### config.mk
export PLATFORM = sky130hd
export DESIGN_NAME = tt_um_emern_scanout
export DESIGN_NICKNAME = d
export VERILOG_FILES = /design/src/rtl/tt_um_emern_scanout.sv
export SDC_FILE = /design/constraint.sdc
export NUM_CORES = 1
export LEC_CHECK = 0
export ABC_AREA = 1
export ABC_CLOCK_PERIOD_IN_PS = 1390
export BUFFER_PORTS_ARGS = -buffer_cell sky130_fd_sc_hd__buf_2
export CAP_MARGIN = 0
export CORE_MARGIN = 2
export CORE_UTILIZATION = 52
export CTS_BUF_LIST = sky130_fd_sc_hd__clkbuf_4 sky130_fd_sc_hd__clkbuf_8 sky130_fd_sc_hd__clkbuf_16
export DETAILED_ROUTE_END_ITERATION = 16
export GPL_ROUTABILITY_DRIVEN = 0
export PLACE_DENSITY = 0.89
export REMOVE_ABC_BUFFERS = 1
export SETUP_SLACK_MARGIN = 0.1
export SLEW_MARGIN = 0
export SYNTH_ARGS = -nofsm -noshare
export SYNTH_HDL_FRONTEND = slang
export SYNTH_SLANG_ARGS = --single-unit
### constraint.sdc
create_clock -name clk -period 1.39 [get_ports clk]
set_input_delay 0 -clock clk [delete_from_list [all_inputs] [get_ports clk]]
set_output_delay 0 -clock clk [all_outputs]
set_load 0.03 [all_outputs]
### src/rtl/tt_um_emern_scanout.sv
// tt_um_emern_scanout: parametrised video scanout.
//   Raster counters, sync/blank generation aligned to the pixel-core latency,
//   and blank gating of the colour bus.
//   Optional feature macro: TEST_PATTERN_EN (adds test_en and 8 vertical colour bars).
// Ports:
//   clk, rst_n        clock, asynchronous active-low reset
//   pixel_in          colour for the counter value issued PIPE cycles earlier
//   test_en           selects internal colour bars (TEST_PATTERN_EN only)
//   col, row          raster counters
//   screen_inactive   col/row outside the visible area (aligned to col/row)
//   cmd_en            vertical blank load window (aligned to col/row)
//   frame_irq         one-cycle pulse at row==V_ACTIVE, col==0
//   h_sync, v_sync    sync outputs, aligned to rgb_out
//   rgb_out           gated colour {R,G,B}, zero during blank
module tt_um_emern_scanout #(
    parameter int unsigned H_ACTIVE = 640,
    parameter int unsigned H_FP     = 16,
    parameter int unsigned H_SYNC   = 96,
    parameter int unsigned H_BP     = 48,
    parameter int unsigned V_ACTIVE = 480,
    parameter int unsigned V_FP     = 10,
    parameter int unsigned V_SYNC   = 2,
    parameter int unsigned V_BP     = 33,
    parameter bit          HS_POL   = 1'b0,
    parameter bit          VS_POL   = 1'b0,
    parameter int unsigned CBITS    = 2,
    parameter int unsigned PIPE     = 1,
    localparam int unsigned H_TOTAL = H_ACTIVE + H_FP + H_SYNC + H_BP,
    localparam int unsigned V_TOTAL = V_ACTIVE + V_FP + V_SYNC + V_BP,
    localparam int unsigned CW      = $clog2(H_TOTAL),
    localparam int unsigned RW      = $clog2(V_TOTAL),
    localparam int unsigned PW      = 3 * CBITS
) (
    input  logic          clk,
    input  logic          rst_n,
    input  logic [PW-1:0] pixel_in,
`ifdef TEST_PATTERN_EN
    input  logic          test_en,
`endif
    output logic [CW-1:0] col,
    output logic [RW-1:0] row,
    output logic          screen_inactive,
    output logic          cmd_en,
    output logic          frame_irq,
    output logic          h_sync,
    output logic          v_sync,
    output logic [PW-1:0] rgb_out
);

    logic          hs_act;
    logic          vs_act;
    logic          hs_d;
    logic          vs_d;
    logic          blank_d;
    logic [PW-1:0] pix_src;

    wire col_last = (col == CW'(H_TOTAL - 1));

    // Raster counters; frame_irq is registered one cycle ahead of its position
    always_ff @(posedge clk or negedge rst_n) begin
        if (!rst_n) begin
            col       <= '0;
            row       <= '0;
            frame_irq <= 1'b0;
        end else begin
            frame_irq <= col_last && (row == RW'(V_ACTIVE - 1));
            if (col_last) begin
                col <= '0;
                row <= (row == RW'(V_TOTAL - 1)) ? '0 : row + RW'(1);
            end else begin
                col <= col + CW'(1);
            end
        end
    end

    // Undelayed decodes
    assign screen_inactive = (col >= CW'(H_ACTIVE)) || (row >= RW'(V_ACTIVE));
    assign cmd_en          = (row >= RW'(V_ACTIVE));
    assign hs_act          = (col >= CW'(H_ACTIVE + H_FP)) && (col < CW'(H_ACTIVE + H_FP + H_SYNC));
    assign vs_act          = (row >= RW'(V_ACTIVE + V_FP)) && (row < RW'(V_ACTIVE + V_FP + V_SYNC));

`ifdef TEST_PATTERN_EN
    logic [CW-1:0] col_d;
`endif

    // Delay line matching the pixel-core latency
    generate
        if (PIPE == 0) begin : g_nopipe
            assign hs_d    = hs_act;
            assign vs_d    = vs_act;
            assign blank_d = screen_inactive;
`ifdef TEST_PATTERN_EN
            assign col_d   = col;
`endif
        end else begin : g_pipe
            logic [PIPE-1:0] hs_q;
            logic [PIPE-1:0] vs_q;
            logic [PIPE-1:0] blank_q;

            always_ff @(posedge clk or negedge rst_n) begin
                if (!rst_n) begin
                    hs_q    <= '0;
                    vs_q    <= '0;
                    blank_q <= '1;
                end else begin
                    hs_q    <= PIPE'({hs_q, hs_act});
                    vs_q    <= PIPE'({vs_q, vs_act});
                    blank_q <= PIPE'({blank_q, screen_inactive});
                end
            end

            assign hs_d    = hs_q[PIPE-1];
            assign vs_d    = vs_q[PIPE-1];
            assign blank_d = blank_q[PIPE-1];

`ifdef TEST_PATTERN_EN
            logic [CW-1:0] col_q [PIPE];

            always_ff @(posedge clk or negedge rst_n) begin
                if (!rst_n) begin
                    for (int i = 0; i < int'(PIPE); i++) col_q[i] <= '0;
                end else begin
                    col_q[0] <= col;
                    for (int i = 1; i < int'(PIPE); i++) col_q[i] <= col_q[i-1];
                end
            end

            assign col_d = col_q[PIPE-1];
`endif
        end
    endgenerate

`ifdef TEST_PATTERN_EN
    localparam int unsigned BAR_W = H_ACTIVE / 8;

    // Bar index from the delayed column; each bit of it lights one channel
    logic [CW-1:0] bar_idx;
    logic [PW-1:0] bar_rgb;
    assign bar_idx = col_d / CW'(BAR_W);
    assign bar_rgb = {{CBITS{bar_idx[2]}}, {CBITS{bar_idx[1]}}, {CBITS{bar_idx[0]}}};
    assign pix_src = test_en ? bar_rgb : pixel_in;
`else
    assign pix_src = pixel_in;
`endif

    // Output register: blank gating and sync polarity
    always_ff @(posedge clk or negedge rst_n) begin
        if (!rst_n) begin
            rgb_out <= '0;
            h_sync  <= ~HS_POL;
            v_sync  <= ~VS_POL;
        end else begin
            rgb_out <= blank_d ? '0 : pix_src;
            h_sync  <= hs_d ? HS_POL : ~HS_POL;
            v_sync  <= vs_d ? VS_POL : ~VS_POL;
        end
    end

endmodule

==> After elaboration in Yosys (flattened, before gate mapping) <==
Index checks and enable logic that the tools add are counted.
{ "word_totals": {"register_bits": 32, "output_inout_bits": 31, "elab_cells": 29} }
{ "classes": {"addsub": 2, "order_cmp": 6, "eq_ne": 3, "mux": 5, "reduce_logical": 4} }
{ "op_table": {"columns": ["operator", "n"], "rows": [
  ["$add 10x1->10 const B", 2],
  ["$eq 10x10->1 const B", 2],
  ["$ge 10x10->1 const B", 2],
  ["$ge 10x9->1 const B", 2],
  ["$mux 10", 2],
  ["$eq 10x9->1 const B", 1],
  ["$lt 10x10->1 const B", 1],
  ["$lt 10x9->1 const B", 1],
  ["$mux 6", 1],
  ["$logic_and 1x1->1", 3],
  ["$mux 1", 2],
  ["$logic_or 1x1->1", 1]
]} }

==> Depth between registers and ports, before layout <==
Gate-level depths: netlist of run 1.
{ "logic_depth": {"word_depth": 2, "mapped_depth": 8, "mapped_depth_nobuf": 8} }

==> Least setup slack after synthesis of run 1 <==
Ideal clock, no wire load.
{ "synth_path": {"path_kind": "register to register", "startpoint": "register col[0]", "endpoint": "register row[9]", "setup_ns": 0.065, "arrival_time_ns": 1.465, "path_slack_ns": -0.140, "path_stages_with_launch": 9, "n_path_buf": 1, "period_less_slack_ns": 1.530, "path_cell_list": "dfrtp_1 -> ha_1 -> nand2_1 -> nor2_2 -> inv_2 -> nor2_8 -> buf_6 -> nand4_1 -> nand2_1"} }
{ "synth_via": {"elab_chain_cells": 1} }
{ "synth_lines": {"columns": ["element", "line", "rtl"], "rows": [
  ["start: declaration", "40", "output logic [CW-1:0] col,"],
  ["start signal: assignment", "71", "col <= col + CW'(1);"],
  ["$eq 10x10->1", "57", "wire col_last = (col == CW'(H_TOTAL - 1));"],
  ["end signal: assignment", "69", "row <= (row == RW'(V_TOTAL - 1)) ? '0 : row + RW'(1);"],
  ["end: declaration", "41", "output logic [RW-1:0] row,"]
]} }
Every way passes these cells.
A chain may end at the register's enable or synchronous reset.

==> Worst setup path after layout of run 1 <==
{ "layout_path": {"startpoint": "register col[0]", "endpoint": "register row[5]"} }
The elaborated chain is that of the path after synthesis.

==> impl_metrics.tcl, run 1 <==
set metrics [dict create \
    die_h_microns 59.3 \
    grt_max_degree 33 \
    drc 0 \
    portBuffers 38 \
    start_util_pct 53.4 \
    cp_slowest_cell "dfrtp_1" \
    drive_gt1_share_pct 39.4 \
    synth_simple_gate_area_share_pct 28.5 \
    cp.required_ps 1620 \
    routed_wl_mm 4.07 \
    fin_cells 302 \
    crit_path_end_kind "register" \
    start_kind "register" \
    timing.slew.headroom_pct 53.6 \
    netlist_area_sq_um 1590 \
    critPathKind "register to register" \
    yosysUniqueCellTypes 26 \
    io_pins 39 \
    tns_ps -6.32 \
    synth_top_family_by_area "simple AND/OR/NAND/NOR gates" \
    avgSynthCellArea_sq_um 8.37 \
    ir_drop_mv 0.499 \
    cts_sinks 32 \
    diodes 0 \
    dp.cells 270 \
    setup_slack_ps -6.32 \
    fill_cells 188 \
    coreArea_sq_um 2980 \
    utilization_pct 75.8 \
    antenna_found_initial 0 \
    gr-total-overflow 0 \
    critPathTopFamily "simple AND/OR/NAND/NOR gates" \
    synth_compound_area_share_pct 4.96 \
    violations "setup timing" \
    synthAdderAreaFrac_pct 3.15 \
    cts_root_buf "clkbuf_4" \
    hold_slack_ps 242 \
    die-width_microns 59.3 \
    setup_viol 1 \
    worstPathBufferInverterCount 1 \
    tightestPinTransition_ps 696 \
    grtUsageTotal_pct 23.7 \
    status "finished, violations left" \
    ctsLongestPathBuffers 2 \
    drt_iter0_drc 118 \
    die_area_sq_um 3520 \
    arrival_ps 1620 \
    ant_nets 0 \
    final-max-slew-violation-count 0 \
    viasPerCell 5.10 \
    final_area_sq_um 2260 \
    place_area_sq_um 1890 \
    hold_viol 0 \
    cellLeakagePower_uw 0.00120 \
    rsz0062_at_grt "true" \
    grt_pass1_wl_mm 6.21 \
    slowest_delay_ps 380 \
    numCtsBuffers 5 \
    skew_ps 5.05 \
    yosysSeqAreaShare_pct 50.6 \
    grt_pass1_vias 1473 \
    fin_crit_ps 1400 \
    drtPass1Iterations 4 \
    dp_hpwl_mm 2.43 \
    ys_ff_latch 32 \
    final_net_count 280 \
    max_cap_violations 0 \
    cts_tree "yes" \
    min_path_type "input pin to asynchronous set/reset pin" \
    h-tree-depth 2 \
    cp_max_fo 5 \
    synth.mux.area_fraction_pct 0 \
    timing.fmax_ghz 0.716 \
    synthCells 190 \
    clk_latency_ps 340 \
    wl_per_cell_microns 13.5 \
    period_share_pct 100 \
    path_cells "ha_2 -> nand2_2 -> nor2_4 -> inv_4 -> nor2_8 -> nand2_1 -> xor2_1" \
    powerDensity_nw_per_um2 696 \
    synthXorXnorAreaFrac_pct 3.86 \
    fp-row-count 20 \
    num_vias 1540 \
    clkTransAtPathRegs_ps 100 \
    syn_to_final_growth_pct 41.9 \
    yosysWarnings 0 \
]
Yosys cell counts (all sizes together):
| cell type | n | area [sq um] |
|---|---|---|
| a21oi | 3 | 15.0 |
| buf | 1 | 11.3 |
| clkinv | 1 | 3.75 |
| dfrtp | 29 | 726 |
| dfstp | 3 | 78.8 |
| ha | 4 | 50.1 |
| inv | 34 | 128 |
| nand2 | 44 | 168 |
| nand3 | 17 | 97.6 |
| nand3b | 1 | 7.51 |
| nand4 | 3 | 18.8 |
| nor2 | 25 | 125 |
| nor3 | 6 | 30.0 |
| o2111ai | 1 | 8.76 |
| o211ai | 1 | 7.51 |
| o21ai | 8 | 40.0 |
| o21bai | 1 | 7.51 |
| or2 | 1 | 6.26 |
| xnor2 | 1 | 8.76 |
| xor2 | 6 | 52.6 |
state kept, by name, indices dropped and copies added (netlist names):
register,cells
col,10
row,10
rgb_out,6
blank_d,1
frame_irq,1
g_pipe.hs_q,1
g_pipe.vs_q,1
h_sync,1
v_sync,1
layout make-up:
| cell class | count | area (sq um) | area share [%] |
|---|---|---|---|
| flip-flops and latches | 32 | 808 | 35.8 |
| multi-input cells | 123 | 736 | 32.6 |
| repair buffers | 71 | 479 | 21.2 |
| inverters | 35 | 134 | 5.93 |
| clock buffers | 7 | 52.6 | 2.33 |
| well taps | 33 | 41.3 | 1.83 |
| clock inverters | 1 | 5.00 | 0.222 |
metal layers:
metal  up-vias  part of all wire [%]  GRT usage [%]
met5         -                     0              0
met4         0                   1.6           10.4
met3         7                   4.6           4.59
met2        50                    53           41.6
met1       737                    41           27.9
li1        746                     -              -
worst paths after layout:
check / from / end / slack [ps] / cells past startpoint
max: col[0]$_DFF_PN0_ / row[5]$_DFFE_PN0N_ / -6 / 7
min: rst_n / col[0]$_DFF_PN0_ / 240 / 2
max reg2reg: col[0]$_DFF_PN0_ / row[5]$_DFFE_PN0N_ / -6 / 7
min reg2reg: g_pipe.hs_q$_DFF_PN0_ / h_sync$_DFF_PN1_ / 360 / 1
max in group asynchronous: rst_n / row[8]$_DFFE_PN0N_ / 660 / 2
min in group clk: g_pipe.hs_q$_DFF_PN0_ / h_sync$_DFF_PN1_ / 360 / 1
metrics by stage:
step                setup WS (ps)  power (uW)
finish                      -6.32        1570
global route                 -103        1630
floorplan                    -186         985
detailed placement          -12.6        1020
CTS                          76.7        1580
global placement             25.8        1020
logic make-up after synthesis:
logic type | after synthesis
compound gates | 14
xor+xnor | 7
fa+ha+maj | 4
buf+inv | 36
flops | 32
simple gates | 97
cells in the final DEF, fill, tap and decap left out, types with 2 or more instances in the layout:
| cell | n |
|---|---|
| a21oi_1 | 3 |
| buf_2 | 36 |
| buf_4 | 23 |
| buf_6 | 5 |
| clkbuf_4 | 7 |
| dfrtp_1 | 26 |
| dfrtp_2 | 3 |
| dfstp_2 | 3 |
| dlygate4sd3_1 | 7 |
| ha_1 | 2 |
| ha_2 | 2 |
| inv_1 | 32 |
| nand2_1 | 39 |
| nand2_2 | 5 |
| nand3_1 | 10 |
| nand3_2 | 6 |
| nand4_1 | 3 |
| nor2_1 | 19 |
| nor2_4 | 5 |
| nor3_1 | 5 |
| o21ai_0 | 2 |
| o21ai_1 | 4 |
| o21ai_2 | 2 |
| xor2_1 | 6 |
repair_timing:
| item | CTS | global route |
|---|---|---|
| endpoints found under the hold margin | 35 | 0 |
| resized for setup | 14 | 23 |
| hold buffers | 7 | 0 |
| cloned | 1 | 0 |
| pin swaps | 2 | 5 |
| setup endpoints to repair | 18 | 20 |
| buffers inserted | 11 | 5 |
where the power goes:
group	internal [uW]	total, uW	switching, uW
clock network	236	552	316
logic	28.5	77.1	48.6
registers	939	941	1.80
No activity file was read; power rests on OpenSTA's default activity.
==> run 2, diff against run 1 <==
==> constraint.sdc (replaced) <==
create_clock -name clk -period 1.39 [get_ports clk]
set_input_delay 0.2085 -clock clk [delete_from_list [all_inputs] [get_ports clk]]
set_output_delay 0.2085 -clock clk [all_outputs]
set_load 0.03 [all_outputs]
==> run 2 against run 1 <==
The flow still finishes with violations (setup timing). Worst hold slack got worse by 170 ps. Wire length rose by 37%. Die area did not move. Flip-flop and latch count did not move. Sequential share of layout area fell by 4.4 points. Critical endpoint is now screen_inactive.
==> impl_metrics.tcl, run 2 (same netlist as run 1, synthesis figures left out) <==
set metrics [dict create \
    arrival_ps 1280 \
    timing.slew.headroom_pct 71.2 \
    drtPass1Iterations 4 \
    status "finished, violations left" \
    die_area_sq_um 3520 \
    setup_viol 8 \
    multiInputGateArea_sq_um 880 \
    layout_commonest_cell "buf_4" \
    path_cells "nand2_2 -> nor2_4 -> inv_2 -> o2111ai_2 -> buf_6" \
    fill_cells 144 \
    seq_area_sq_um 808 \
    final_net_count 286 \
    num_vias 1701 \
    antenna_found_initial 0 \
    grt_max_degree 33 \
    pre_cts_slack_ps -18.4 \
    start_kind "register" \
    drive_gt1_share_pct 54.5 \
    die_h_microns 59.3 \
    totalPowerFinal_uw 1650 \
    top_regs "col (10), row (10), rgb_out (6)" \
    cts_sinks 32 \
    violations "setup timing" \
    fp-row-count 20 \
    cp.required_ps 1180 \
    cts_tree "yes" \
    h-tree-depth 2 \
    max_cap_violations 0 \
    period_share_pct 107 \
    io_pins 39 \
    grt_pass1_vias 1567 \
    slowest_delay_ps 420 \
    die-width_microns 59.3 \
    clk_latency_ps 350 \
    grt_pass1_wl_mm 7.31 \
    wl_per_cell_microns 18.1 \
    final_cell_mix "32 x buf_4, 29 x inv_1, 26 x dfrtp_1, 25 x nand2_1, 25 x buf_2" \
    hold_viol 0 \
    timing.fmax_ghz 0.671 \
    drc 0 \
    start_util_pct 53.4 \
    critPathKind "register to primary output" \
    crit_path_end_kind "primary output" \
    cts_root_buf "clkbuf_4" \
    clkTransAtPathRegs_ps 110 \
    cellLeakagePower_uw 0.00130 \
    powerDensity_nw_per_um2 641 \
    ant_nets 0 \
    gr-total-overflow 0 \
    skew_ps 20.2 \
    dp_hpwl_mm 2.39 \
    fin_crit_ps 1490 \
    tightestPinTransition_ps 429 \
    rsz0062_at_grt "true" \
    viasPerCell 5.52 \
    min_path_type "input pin to register" \
    drt_iter0_drc 99 \
    grtUsageTotal_pct 28.1 \
    syn_to_final_growth_pct 61.6 \
    final-max-slew-violation-count 0 \
    ir_drop_mv 0.557 \
    cp_max_fo 2 \
    numCtsBuffers 5 \
    routed_wl_mm 5.58 \
    diodes 0 \
    coreArea_sq_um 2980 \
    ctsLongestPathBuffers 2 \
    cp_slowest_cell "dfrtp_1" \
    portBuffers 38 \
    setup_slack_ps -99.5 \
]
run 2: worst max-delay path, delay by kind of cell (launching register included):
kind	cells	cell delay, ps
flip-flops	1	420
AND/OR/NAND/NOR	2	160
AO/OA/AOI/OAI	1	120
buffers and inverters	2	230
run 2: final cells by class:
cell class	count	area share (%)
Sequential cell	32	31.5
Tap cell	33	1.61
Timing Repair Buffer	78	24.4
Clock buffer	8	2.82
Multi-Input combinational cell	122	34.2
Inverter	35	5.50
run 2: power breakdown:
group | switching [uW] | internal [uW]
Sequential | 1.55 | 939
Clock | 322 | 317
Combinational | 48.0 | 19.4
run 2: per-layer routing:
metal | wire length [microns] | up-vias | global-route usage (%)
met5 | 0 | - | 0
met4 | 209 | 0 | 14.6
met3 | 361 | 25 | 7.21
met2 | 2900 | 112 | 45.7
met1 | 2120 | 804 | 34.4
li1 | - | 760 | -
run 2: timing repair:
| item | in CTS | in global routing |
|---|---|---|
| gates cloned | 1 | 0 |
| setup buffers | 17 | 7 |
| pin swaps | 9 | 10 |
| hold buffers | 1 | 0 |
| endpoints found under the hold margin | 29 | 0 |
| endpoints found under the setup margin | 19 | 32 |
| gates resized for setup | 49 | 66 |
run 2: worst paths after layout:
kind                                        from  cells past startpoint              endpoint  slack (ps)
setup / recovery              row[7]$_DFFE_PN0N_                      5       screen_inactive        -100
hold / removal                       pixel_in[4]                      3  rgb_out[4]$_DFF_PN0_          70
setup reg to reg                col[7]$_DFF_PN0_                      7   frame_irq$_DFF_PN0_         -70
hold reg to reg            g_pipe.hs_q$_DFF_PN0_                      1      h_sync$_DFF_PN1_         360
max in group asynchronous                  rst_n                      3     blank_d$_DFF_PN1_         640
min in group asynchronous                  rst_n                      3    row[9]$_DFFE_PN0N_         400
run 2: stage by stage:
step	TNS, ps	std cells	util, %	hold WS, ps	instance area (sq um)
2_1_floorplan	-2350	189	-	-87.1	1580
3_3_place_gp	0	277	65.1	244	1940
3_5_place_dp	-18.4	277	65.1	247	1940
4_1_cts	-42.6	304	79.4	67.0	2360
5_1_grt	-1260	308	86.3	64.7	2570
6_report	-334	308	86.3	69.2	2570
==> run 3, diff against run 2 <==
- CORE_UTILIZATION: 52 -> 35
- PLACE_DENSITY: 0.89 -> 0.67
==> run 3 against run 2 <==
Die area increased by 45%. Global-route usage down 11 points. Largest cell class unchanged. Non-clock buffer count shrank 4. Total power rose by 6.4%. Clock power rose by 17%. Critical path depth did not move. First-iteration DRC count is 32% lower. The flow now finishes without violations. Fmax increased by 7.9%. Flip-flop and latch count did not move.
==> impl_metrics.tcl, run 3 (same netlist as run 1, synthesis figures left out) <==
set metrics [dict create \
    crit_path_end_kind "primary output" \
    coreArea_sq_um 4350 \
    ctsLongestPathBuffers 2 \
    num_vias 1524 \
    grtUsageTotal_pct 17.4 \
    wl_met1_mm 1.80 \
    fin_crit_ps 1380 \
    critPathKind "register to primary output" \
    place_area_sq_um 1970 \
    timing.slew.headroom_pct 73.0 \
    final_cell_mix "35 x buf_4, 32 x buf_2, 29 x nand2_1, 28 x dfrtp_1, 27 x inv_1" \
    die_h_microns 71.4 \
    cp.required_ps 1180 \
    grt_max_degree 33 \
    grt_pass1_vias 1473 \
    clkTransAtPathRegs_ps 60 \
    ir_drop_mv 0.386 \
    drtPass1Iterations 4 \
    utilization_pct 55.7 \
    final_net_count 284 \
    top_regs "col (10), row (10), rgb_out (6)" \
    totalPowerFinal_uw 1750 \
    clk_latency_ps 290 \
    cp_max_fo 2 \
    setup_slack_ps 9.19 \
    skew_ps 7.54 \
    power.share.combinational_pct 3.7 \
    dp.cells 297 \
    tightestPinTransition_ps 405 \
    max_cap_violations 0 \
    top_layer "met4" \
    hold_viol 0 \
    final-max-slew-violation-count 0 \
    cts_root_buf "clkbuf_8" \
    p_sw_share_pct 22.7 \
    diodes 0 \
    h-tree-depth 2 \
    start_kind "register" \
    p_seq_share_pct 53.7 \
    final_area_sq_um 2430 \
    cellLeakagePower_uw 0.00125 \
    dp_hpwl_mm 2.60 \
    p_int_uw 1350 \
    viasPerCell 4.69 \
    rsz0062_at_grt "true" \
    drt_iter0_drc 67 \
    status "finished clean" \
    antenna_found_initial 0 \
    io_pins 39 \
    pre_cts_slack_ps -16.5 \
    wl_met2_mm 2.07 \
    wl_per_cell_microns 12.8 \
    ant_nets 0 \
    timing.fmax_ghz 0.724 \
    min_path_type "input pin to register" \
    power_switching_uw 398 \
    drc 0 \
    grt_pass1_wl_mm 6.72 \
    p_clk_share_pct 42.5 \
    gr-total-overflow 0 \
    die-width_microns 71.4 \
    cts_sinks 32 \
    start_util_pct 36.5 \
    arrival_ps 1170 \
    die_area_sq_um 5100 \
    cts_tree "yes" \
    wl_met3_microns 198 \
    portBuffers 38 \
    routed_wl_mm 4.15 \
    powerDensity_nw_per_um2 722 \
    syn_to_final_growth_pct 52.6 \
    drive_gt1_share_pct 48.7 \
    fp-row-count 24 \
    fin_cells 325 \
    setup_viol 0 \
    layout_commonest_cell "buf_4" \
    period_share_pct 99.3 \
    numCtsBuffers 5 \
]
run 3: cell count changes in the layout (fill, tap and decap cells not counted), sizes merged:
cell and change:
buf -4, clkinv +2, nor2 +1, inv +1, clkbuf -2
run 3: layer usage:
layer	vias to the layer above	GRT usage (%)
met3	10	5.34
met2	43	28.9
met4	0	6.92
li1	758	-
met1	713	21.1
met5	-	0
run 3: timing repair:
item,in CTS,in global routing
endpoints found under the hold margin,29,0
cloned,2,0
pin swaps,9,14
hold buffers,1,0
endpoints found under the setup margin,18,23
buffers inserted,14,4
resized for setup,43,27
run 3: path summary, 6_finish.rpt:
check,slack (ps),to,startpoint,cells past startpoint
max,9,screen_inactive,row[7]$_DFFE_PN0N_,5
min,120,rgb_out[3]$_DFF_PN0_,pixel_in[3],3
max reg2reg,9,row[5]$_DFFE_PN0N_,col[1]$_DFF_PN0_,7
min reg2reg,350,h_sync$_DFF_PN1_,g_pipe.hs_q$_DFF_PN0_,1
max in group asynchronous,580,v_sync$_DFF_PN1_,rst_n,3
min in group asynchronous,480,row[3]$_DFFE_PN0N_,rst_n,3
run 3: area by class of cell:
type | count | area [sq um]
Sequential cell | 32 | 806
Multi-Input combinational cell | 123 | 817
Tap cell | 52 | 65.1
Inverter | 35 | 139
Clock inverter | 2 | 10.0
Fill cell | 378 | 1930
Clock buffer | 6 | 82.6
Timing Repair inverter | 1 | 6.26
Timing Repair Buffer | 74 | 500
run 3: critical path, stage by stage (launching register included):
cell,delay (ps)
dfrtp_1,390
nand2_2,100
nor2_4,50
inv_2,80
o2111ai_4,110
buf_6,160
run 3: per-stage QoR:
| stage | setup TNS, ps | hold WS [ps] |
|---|---|---|
| 5_1_grt | -583 | 115 |
| 2_1_floorplan | -2350 | -87.1 |
| 3_3_place_gp | 0 | 251 |
| 4_1_cts | -21.5 | 108 |
| 6_report | 0 | 117 |
| 3_5_place_dp | -16.5 | 259 |
run 3: power groups by stage:
stage                     Combinational, uW  Sequential [uW]  Clock [uW]
after floorplan                        6.11              979           0
after global placement                 64.4              959           0
after detailed placement               65.2              959           0
after CTS                              67.3              942         771
after global routing                   74.4              942         815
final                                  65.2              942         745
